File: config.mk
export PLATFORM = sky130hd
export DESIGN_NAME = result_monitor
export DESIGN_NICKNAME = d
export VERILOG_FILES = /design/src/rtl/result_monitor.sv
export SDC_FILE = /design/constraint.sdc
export NUM_CORES = 1
export LEC_CHECK = 0
export CORE_UTILIZATION = 28
export DETAILED_ROUTE_END_ITERATION = 16
export SLEW_MARGIN = 10
export SYNTH_ARGS = -nofsm -noshare
export SYNTH_HDL_FRONTEND = slang
export SYNTH_SLANG_ARGS = --single-unit
File: constraint.sdc
create_clock -name clk -period 2.5 [get_ports clk]
set_input_delay 0.5 -clock clk [delete_from_list [all_inputs] [get_ports clk]]
set_output_delay 0.5 -clock clk [all_outputs]
set_load 0.02 [all_outputs]
File: src/rtl/result_monitor.sv
// Windowed monitor of a 1-bit signal: counts high samples and rising edges over win_len cycles.
// Optional feature: define MON_SYNC_EN to pass din through a two-flop synchronizer first.
module result_monitor #(
  parameter int WIN_W = 8
) (
  input  logic             clk,
  input  logic             rst_n,
  input  logic             din,
  input  logic             start,
  input  logic [WIN_W-1:0] win_len,
  input  logic             ack,
  output logic             busy,
  output logic             res_valid,
  output logic [WIN_W-1:0] high_cnt,
  output logic [WIN_W-1:0] edge_cnt
);

  typedef enum logic [1:0] {
    S_IDLE    = 2'd0,
    S_MEASURE = 2'd1,
    S_DONE    = 2'd2
  } state_t;

  state_t           r_state;
  state_t           w_state_next;
  logic [WIN_W-1:0] r_remain;
  logic [WIN_W-1:0] r_high;
  logic [WIN_W-1:0] r_edge;
  logic             r_prev;
  logic             w_din;
  logic             w_start_ok;
  logic             w_last;
  logic             w_rise;

`ifdef MON_SYNC_EN
  logic [1:0] r_sync;

  always_ff @(posedge clk or negedge rst_n) begin
    if (!rst_n) begin
      r_sync <= 2'b00;
    end else begin
      r_sync <= {r_sync[0], din};
    end
  end

  assign w_din = r_sync[1];
`else
  assign w_din = din;
`endif

  // A zero-length request never opens a window, so earlier results survive it.
  assign w_start_ok = start && (win_len != '0);
  assign w_last     = (r_remain == {{(WIN_W-1){1'b0}}, 1'b1});
  assign w_rise     = w_din & ~r_prev;

  always_ff @(posedge clk or negedge rst_n) begin
    if (!rst_n) begin
      r_state <= S_IDLE;
    end else begin
      r_state <= w_state_next;
    end
  end

  always_comb begin
    w_state_next = r_state;
    case (r_state)
      S_IDLE:    if (w_start_ok) w_state_next = S_MEASURE;
      S_MEASURE: if (w_last)     w_state_next = S_DONE;
      S_DONE:    if (ack)        w_state_next = S_IDLE;
      default:                   w_state_next = S_IDLE;
    endcase
  end

  always_comb begin
    busy      = (r_state == S_MEASURE);
    res_valid = (r_state == S_DONE);
  end

  always_ff @(posedge clk or negedge rst_n) begin
    if (!rst_n) begin
      r_remain <= '0;
      r_high   <= '0;
      r_edge   <= '0;
      r_prev   <= 1'b0;
    end else begin
      case (r_state)
        S_IDLE: begin
          if (w_start_ok) begin
            r_remain <= win_len;
            r_high   <= '0;
            r_edge   <= '0;
            r_prev   <= w_din;
          end
        end
        S_MEASURE: begin
          r_high   <= r_high + {{(WIN_W-1){1'b0}}, w_din};
          r_edge   <= r_edge + {{(WIN_W-1){1'b0}}, w_rise};
          r_prev   <= w_din;
          r_remain <= r_remain - {{(WIN_W-1){1'b0}}, 1'b1};
        end
        default: begin
        end
      endcase
    end
  end

  assign high_cnt = r_high;
  assign edge_cnt = r_edge;

endmodule

# Yosys cells after proc, flatten, opt, wreduce, memory -nomap -nowiden
# Index checks and enable logic that the tools add are counted.
word_totals:
  output_inout_bits: 18
  reg_bits: 27
  elab_cells: 33
  inputBits: 13
classes:
  add_sub_neg: 3
  n_eq_ne: 6
  bitwise: 2
  muxes: 11
  reduce_logical: 6
op_table:
  columns: ["operator", "n"]
  rows:
  - ["one-hot mux 8 bit (2 select lines)", 3]
  - ["adder 8 x 1 -> 8 bit", 2]
  - ["two-way mux 8 bit", 2]
  - ["== test 8 x 1 -> 1 bit (second input constant)", 1]
  - ["nonzero test 8 bit", 1]
  - ["subtractor 8 x 1 -> 8 bit (second input constant)", 1]
  - ["two-way mux 2 bit", 3]
  - ["one-hot mux 2 bit (3 select lines)", 1]
  - ["!= test 2 bit (second input constant)", 2]
  - ["AND reduction 3 bit", 1]
  - ["== test 2 x 1 -> 1 bit (second input constant)", 1]
  - ["== test 2 bit (second input constant)", 1]
  - ["logical NOT 2 bit", 1]
  - ["!= test 2 x 1 -> 1 bit (second input constant)", 1]
  - ["one-hot mux 1 bit (2 select lines)", 1]
  - ["AND reduction 2 bit", 1]
  - ["nonzero test 2 bit", 1]
  - ["bitwise AND 1 bit", 1]
  - ["logical AND 1 bit", 1]
  - ["two-way mux 1 bit", 1]
  - ["NOT 1 bit", 1]

# Logic depth before layout (Yosys ltp)
# Gate-level depths: netlist of the first run.
logic_depth:
  ltp_word: 4
  ltp_mapped: 7
  mapped_depth_nobuf: 6

# Worst setup path after synthesis of the first run
# No wires, ideal clock.
synth_path:
  kind: "input port to flip-flop"
  startpoint: "in win_len[2]"
  endpoint: "reg r_prev"
  arrival_time_ns: 1.727
  path_stages: 4
  setup_time_ns: 0.125
  required_time_ns: 2.375
  slack_ns: 0.647
  path_buffers: 0
  path_cell_list: "or4_4 o211ai_4 nand2_2 mux2_4"
synth_via:
  elab_chain_cells: 4
synth_lines:
  columns: ["item", "line", "source"]
  rows:
  - ["start, declared", "10", "input logic [WIN_W-1:0] win_len,"]
  - ["nonzero test 8 bit", "52", "assign w_start_ok = start && (win_len != '0);"]
  - ["logical AND 1 bit", "52", null]
  - ["!= test 2 bit (no source line)", null, null]
  - ["AND reduction 2 bit (no source line)", null, null]
  - ["end signal, assigned", "92", "r_prev <= w_din;"]
  - ["end signal, assigned", "98", "r_prev <= w_din;"]
  - ["end, declared", "29", "logic r_prev;"]
# No other way between the ends.
# A chain may end at the register's enable or synchronous reset.

# Final worst setup path of the first run
layout_path:
  startpoint: "reg r_state[0]"
  endpoint: "out busy"
layout_via:
  elab_chain_cells: 1
layout_lines:
  columns: ["item", "line", "source"]
  rows:
  - ["start, declared", "24", "state_t r_state;"]
  - ["start signal, assigned", "60", "r_state <= w_state_next;"]
  - ["== test 2 x 1 -> 1 bit", "75", "busy = (r_state == S_MEASURE);"]
  - ["end, declared", "12", "output logic busy,"]
# No other way between the ends.

==> impl_metrics.csv, run 1 <==
group,metric,value,unit
placed_design,dpl-instance-area,1950,um2
worst_setup_path,cp-end-kind,"output pin",
routing,vias_per_cell,5.02,
floorplanning,core-area,5200,um2
sta,finalSetupViolations,0,
yosys,synth_warnings,0,
routing,dr_total_vias,1265,
floorplanning,die_width,76.3,um
power_and_ir_drop,leakage,0.885,nW
clocking,numCtsBuffers,3,
sta,finClkSkew,5.60,ps
yosys,syn-instance-count,147,
floorplanning,die_area,5810,um2
global_routing,grt_max_degree,28,
yosys,ys_ff_latch,27,
finish,nets,202,
clocking,holdBufCountCts,0,
routing,ant_nets,0,
yosys,netlist.area_leader.share,43.8,%
clocking,cts_resized,0,
sta,worst_slew_pin_slew,570,ps
yosys,avgSynthCellArea,10.5,um2
yosys,synth.cell_area,1540,um2
clocking,cts_root_buffer,"clkbuf_8",
finish,syn_to_final_growth,29.6,%
worst_hold_path,hp-class,"register to register",
clocking,path_clk_slew,100,ps
yosys,async_reset_ff_share,100,%
worst_setup_path,cp_max_fo,11,
global_routing,track_usage,12.6,%
sta,slew_headroom,61.7,%
power_and_ir_drop,p_per_area,1100,nW/um2
worst_setup_path,crit_type,"register to output pin",
yosys,synth_edf_count,0,
finish,drive_gt1_share,12.6,%
power_and_ir_drop,max-vdd-ir-drop,0.547,mV
placed_design,dp_cells,248,
sta,finalSetupTns,0,ps
yosys,synth.area.top_cells,"dfrtp_1 (44%), ha_1 (4.9%), a22o_1 (3.4%), and3_1 (3.2%), mux2i_1 (3.2%)",
yosys,synth_cell_types,47,
finish,diodes,0,
run,max_cap_viol_count,0,
placed_design,dpl.hpwl,2560,um
yosys,synth_ff_type,"dfrtp_1",
routing,drc,0,
routing,wl,3580,um
outcome,outcome,"completed",
global_routing,overflow,0,
clocking,clock_latency,280,ps
sta,hold_violations,0,
worst_setup_path,cp.required,2000,ps
global_routing,grt_pass1_vias,1163,
sta,finalCriticalPeriod,2200,ps
global_routing,grt_pass1_wl,5920,um
sta,finalMaxSlewViolations,0,
placed_design,place_congestion,0.737,
sta,fin_ws,297,ps
yosys,synthesis.nets,166,
routing,first_pass_iters,4,
clocking,clockBufferDepth,2,
finish,final_cells,252,
yosys,synth_top_cell_by_area,"dfrtp_1",
global_routing,antenna_found_initial,0,
floorplanning,initial_utilization,29.7,%
sta,rsz0062_at_grt,"no",
finish,seq_area,676,um2
routing,wl_per_cell,14.2,um
clocking,htree_levels,1,
finish,finalInstanceArea,2000,um2
placed_design,port-buffer-count,30,
routing,initialDrtViolationCount,79,
floorplanning,die_height,76.3,um
worst_setup_path,arrival,1700,ps
finish,multiInputGateArea,820,um2
sta,finalCritPeriodShare,88.1,%
floorplanning,ios,31,
worst_setup_path,startpoint_type,"register",
placed_design,post-place-ws,126,ps
clocking,tritoncts,"done",
sta,max_freq,454,MHz
clocking,post_cts_buffers,0,
floorplanning,fp-row-count,26,
yosys,seq_area_frac_synth,43.8,%
finish,fillers,528,
clocking,cts.sinks,27,
## cells in the mapped netlist, types with 5 or more instances
library cell	count
nor2_1	9
a22o_1	6
nand3_1	6
nand2_1	6
and3_1	8
ha_1	6
inv_1	5
mux2i_1	5
dfrtp_1	27
nand4_1	5
a21oi_1	7
## kinds of logic (layout without fill, tap and decap cells)
family / count (synthesis) / after routing / synth area share [%]
adders and majority gates: 6 / 6 / 4.86
and+or+nand+nor: 49 / 49 / 18.2
AOI/OAI and AO/OA: 45 / 45 / 24.7
buffers and inverters: 12 / 47 / 3.16
xor gates and xnor gates: 2 / 2 / 1.13
DFF: 27 / 27 / 43.8
muxes: 6 / 6 / 4.21
## metrics by stage
stage / hold slack [ps] / utilization, % / total power, mW
global placement: 467 / 37.5 / 1.93
detailed placement: 464 / 37.5 / 1.93
finish: 484 / 38.4 / 2.19
global route: 512 / 38.4 / 2.36
floorplan: 204 / - / 1.52
CTS: 492 / 38.4 / 2.22
## report_power, final
group / switching, mW / total (mW) / internal (mW)
registers: 0.233 / 0.840 / 0.607
clock network: 0.154 / 0.271 / 0.117
logic: 0.543 / 1.08 / 0.539
## critical path, cell delays in order (launching register included)
cell	delay (ps)
dfrtp_1	580
nand2b_1	150
inv_2	90
clkdlybuf4s50_1	600
## area by class of cell
class,instances,share of cell area (%)
flip-flops and latches,27,33.8
repair buffers,35,16.9
clock buffers,3,2.06
well taps,70,4.38
clock inverters,1,0.438
inverters,8,1.50
multi-input cells,108,41.0
## registers in the layout, summed over array words and instances, names as in the netlist
name and cells:
edge_cnt 8, high_cnt 8, r_prev 1, r_remain 8, r_state 2
## path summary, 6_finish.rpt
path                             start     endpoint  slack, ps  cells after the start
max reg2reg                 r_state[0]  r_remain[6]        730                      6
min                        high_cnt[7]  high_cnt[7]        480                      1
max in group asynchronous        rst_n  r_remain[0]       1640                      2
min in group asynchronous        rst_n  edge_cnt[6]        590                      2
max                         r_state[0]         busy        300                      3
min reg2reg                high_cnt[7]  high_cnt[7]        480                      1
## layout by cell type (no fill, tap or decap), types with 6 or more instances in the layout
master / instances
ha_1: 6
nand2_1: 6
and3_1: 8
clkdlybuf4s50_1: 30
a22o_1: 6
nand3_1: 6
a21oi_1: 7
dfrtp_1: 27
nor2_1: 9
## routing by layer
layer	share of wire [%]	vias to the layer above	global-route usage [%]
met5	0	-	0
met3	4.3	2	2.51
li1	-	635	-
met1	51	605	19.0
met2	44	23	17.7
met4	0.48	0	4.04
(Power assumes the default switching activity.)
==> inputs of run 2 (changes only) <==
--- a/config.mk
+++ b/config.mk
@@ -5,6 +5,7 @@
 export SDC_FILE = /design/constraint.sdc
 export NUM_CORES = 1
 export LEC_CHECK = 0
+export ABC_AREA = 1
 export CORE_UTILIZATION = 28
 export DETAILED_ROUTE_END_ITERATION = 16
 export SLEW_MARGIN = 10
==> run 2 against run 1 <==
  * Global-route usage increased by 0.71 points
  * First-iteration DRC count is 28% higher
  * Register-to-register slack improved by 280 ps
  * Count of clock-buffer cells in the layout unchanged
  * Critical endpoint unchanged
  * Clock skew fell by 0.86 ps
  * Sequential share of layout area decreased by 0.96 points
  * Routed wire length rose by 6.0%
  * Synthesized cell count increased by 51%
  * Setup slack improved by 190 ps
  * Sequential power fell by 16%
  * Combinational power is 6% higher
  * Die area up 7.3%
==> impl_metrics.csv, run 2 <==
group,metric,value,unit
sta,slew_headroom,75.3,%
global_routing,antenna_found_initial,0,
worst_setup_path,cp-end-kind,"output pin",
yosys,synth_warnings,0,
finish,final_cells,324,
routing,initialDrtViolationCount,101,
placed_design,dpl.hpwl,2600,um
worst_setup_path,crit_type,"register to output pin",
routing,wl_per_cell,11.7,um
global_routing,grt_pass1_vias,1445,
floorplanning,core-area,5610,um2
routing,dr_total_vias,1525,
finish,nets,272,
routing,first_pass_iters,4,
global_routing,track_usage,13.3,%
floorplanning,initial_utilization,29.6,%
placed_design,port-buffer-count,30,
sta,worst_slew_pin_slew,370,ps
placed_design,dpl-instance-area,2010,um2
finish,diodes,0,
floorplanning,die_width,79.0,um
yosys,synth_ff_type,"dfrtp_1",
sta,rsz0062_at_grt,"no",
placed_design,place_congestion,0.795,
floorplanning,die_area,6240,um2
outcome,outcome,"completed",
finish,finalInstanceArea,2060,um2
clocking,htree_levels,1,
clocking,holdBufCountCts,0,
finish,syn_to_final_growth,24.1,%
finish,multiInputGateArea,827,um2
sta,hold_violations,0,
yosys,synth_common_cells,"nand2_1 (57), nand3_1 (38), dfrtp_1 (27)",
power_and_ir_drop,max-vdd-ir-drop,0.568,mV
worst_hold_path,hp-class,"register to register",
global_routing,grt_max_degree,30,
placed_design,dp_cells,320,
clocking,cts_resized,0,
clocking,post_cts_buffers,0,
yosys,synth_edf_count,0,
sta,finalCritPeriodShare,80.6,%
routing,vias_per_cell,4.71,
worst_setup_path,startpoint_type,"register",
routing,drc,0,
clocking,numCtsBuffers,3,
finish,postLayoutCoreUtil,36.7,%
clocking,cts_root_buffer,"clkbuf_8",
clocking,path_clk_slew,90,ps
floorplanning,die_height,79.0,um
yosys,async_reset_ff_share,100,%
yosys,netlist.area_leader.share,40.7,%
yosys,seq_area_frac_synth,40.7,%
floorplanning,fp-row-count,27,
yosys,ys_ff_latch,27,
sta,finalSetupTns,0,ps
yosys,synth_top_cell_by_area,"dfrtp_1",
sta,hold_slack,515,ps
yosys,synthesis.nets,241,
routing,wl,3790,um
worst_setup_path,arrival,1510,ps
global_routing,overflow,0,
clocking,tritoncts,"done",
sta,finClkSkew,4.74,ps
yosys,synth_cell_types,23,
floorplanning,ios,31,
global_routing,grt_pass1_wl,6580,um
clocking,clock_latency,270,ps
finish,fillers,611,
finish,layout_commonest_cell,"nand2_1",
finish,seq_area,676,um2
yosys,avgSynthCellArea,7.47,um2
power_and_ir_drop,p_per_area,1020,nW/um2
worst_setup_path,cp_max_fo,4,
finish,mostFrequentLayoutCells,"nand2_1 (57), nand3_1 (38), clkdlybuf4s50_1 (30), dfrtp_1 (27), inv_1 (23)",
yosys,synth.cell_area,1660,um2
sta,finalCriticalPeriod,2010,ps
sta,finalMaxSlewViolations,0,
finish,drive_gt1_share,9.92,%
routing,ant_nets,0,
yosys,syn-instance-count,222,
power_and_ir_drop,leakage,0.994,nW
yosys,synth.most_common_cell,"nand2_1",
sta,max_freq,496,MHz
clocking,cts.sinks,27,
sta,finalSetupViolations,0,
run,max_cap_viol_count,0,
clocking,clockBufferDepth,2,
worst_setup_path,cp.required,2000,ps
yosys,synth.area.top_cells,"dfrtp_1 (41%), nand2_1 (13%), nand3_1 (11%), inv_1 (5.2%), ha_1 (4.5%)",
-- run 2: cell count changes after synthesis, sizes merged, moves of 4 or more --
cell,change
o21ai,+19
nand2,+53
nor2,+11
inv,+18
mux2i,-5
and3,-8
nand3,+33
a22o,-6
buf,+4
-- run 2: logic make-up (layout without fill, tap and decap cells) --
kind of cell    count (synthesis)  in the layout  share of synthesized area (%)
compound gates                 32             32                           11.8
fa+ha+maj                       6              6                           4.52
buf+inv                        33             63                           9.43
flops                          27             27                           40.7
simple gates                  124            124                           33.6
-- run 2: final cells by class --
class                      count  area share, %
multi-input combinational    162           40.2
tap                           72           4.37
timing repair buffer          33           15.7
inverter                      26           4.74
sequential                    27           32.8
clock buffer                   3           2.00
clock inverter                 1          0.243
-- run 2: layer usage --
| layer | vias up | wire length, um | GRT usage (%) |
|---|---|---|---|
| li1 | 786 | - | - |
| met3 | 2 | 225 | 3.10 |
| met5 | - | 0 | 0 |
| met1 | 700 | 1760 | 17.4 |
| met2 | 37 | 1790 | 22.2 |
| met4 | 0 | 15 | 2.91 |
-- run 2: where the power goes --
group / leakage, nW / switching (mW) / internal, mW / total (mW)
Sequential: 0.354 / 0.132 / 0.575 / 0.707
Clock: 0.0255 / 0.141 / 0.112 / 0.253
Combinational: 0.615 / 0.722 / 0.420 / 1.14
Total: 0.994 / 0.995 / 1.11 / 2.10
-- run 2: critical path, cell delays in order, from the launching register on --
cell and delay, ps:
dfrtp_1 400, inv_2 90, nand2_2 80, inv_2 70
clkdlybuf4s50_1 600
-- run 2: final timing paths --
check                            start          end  slack, ps  cells past startpoint
min in group asynchronous        rst_n  edge_cnt[5]        600                      2
hold reg to reg            high_cnt[6]  high_cnt[6]        510                      1
setup / recovery            r_state[1]         busy        490                      4
max in group asynchronous        rst_n  r_remain[1]       1630                      2
setup reg to reg                r_prev  edge_cnt[6]       1010                      8
hold / removal             high_cnt[6]  high_cnt[6]        510                      1
-- run 2: stage by stage --
stage	setup slack (ps)	power, mW
after floorplan	957	1.58
after global placement	391	1.86
after detailed placement	367	1.87
after CTS	455	2.14
after global routing	404	2.32
final	486	2.10
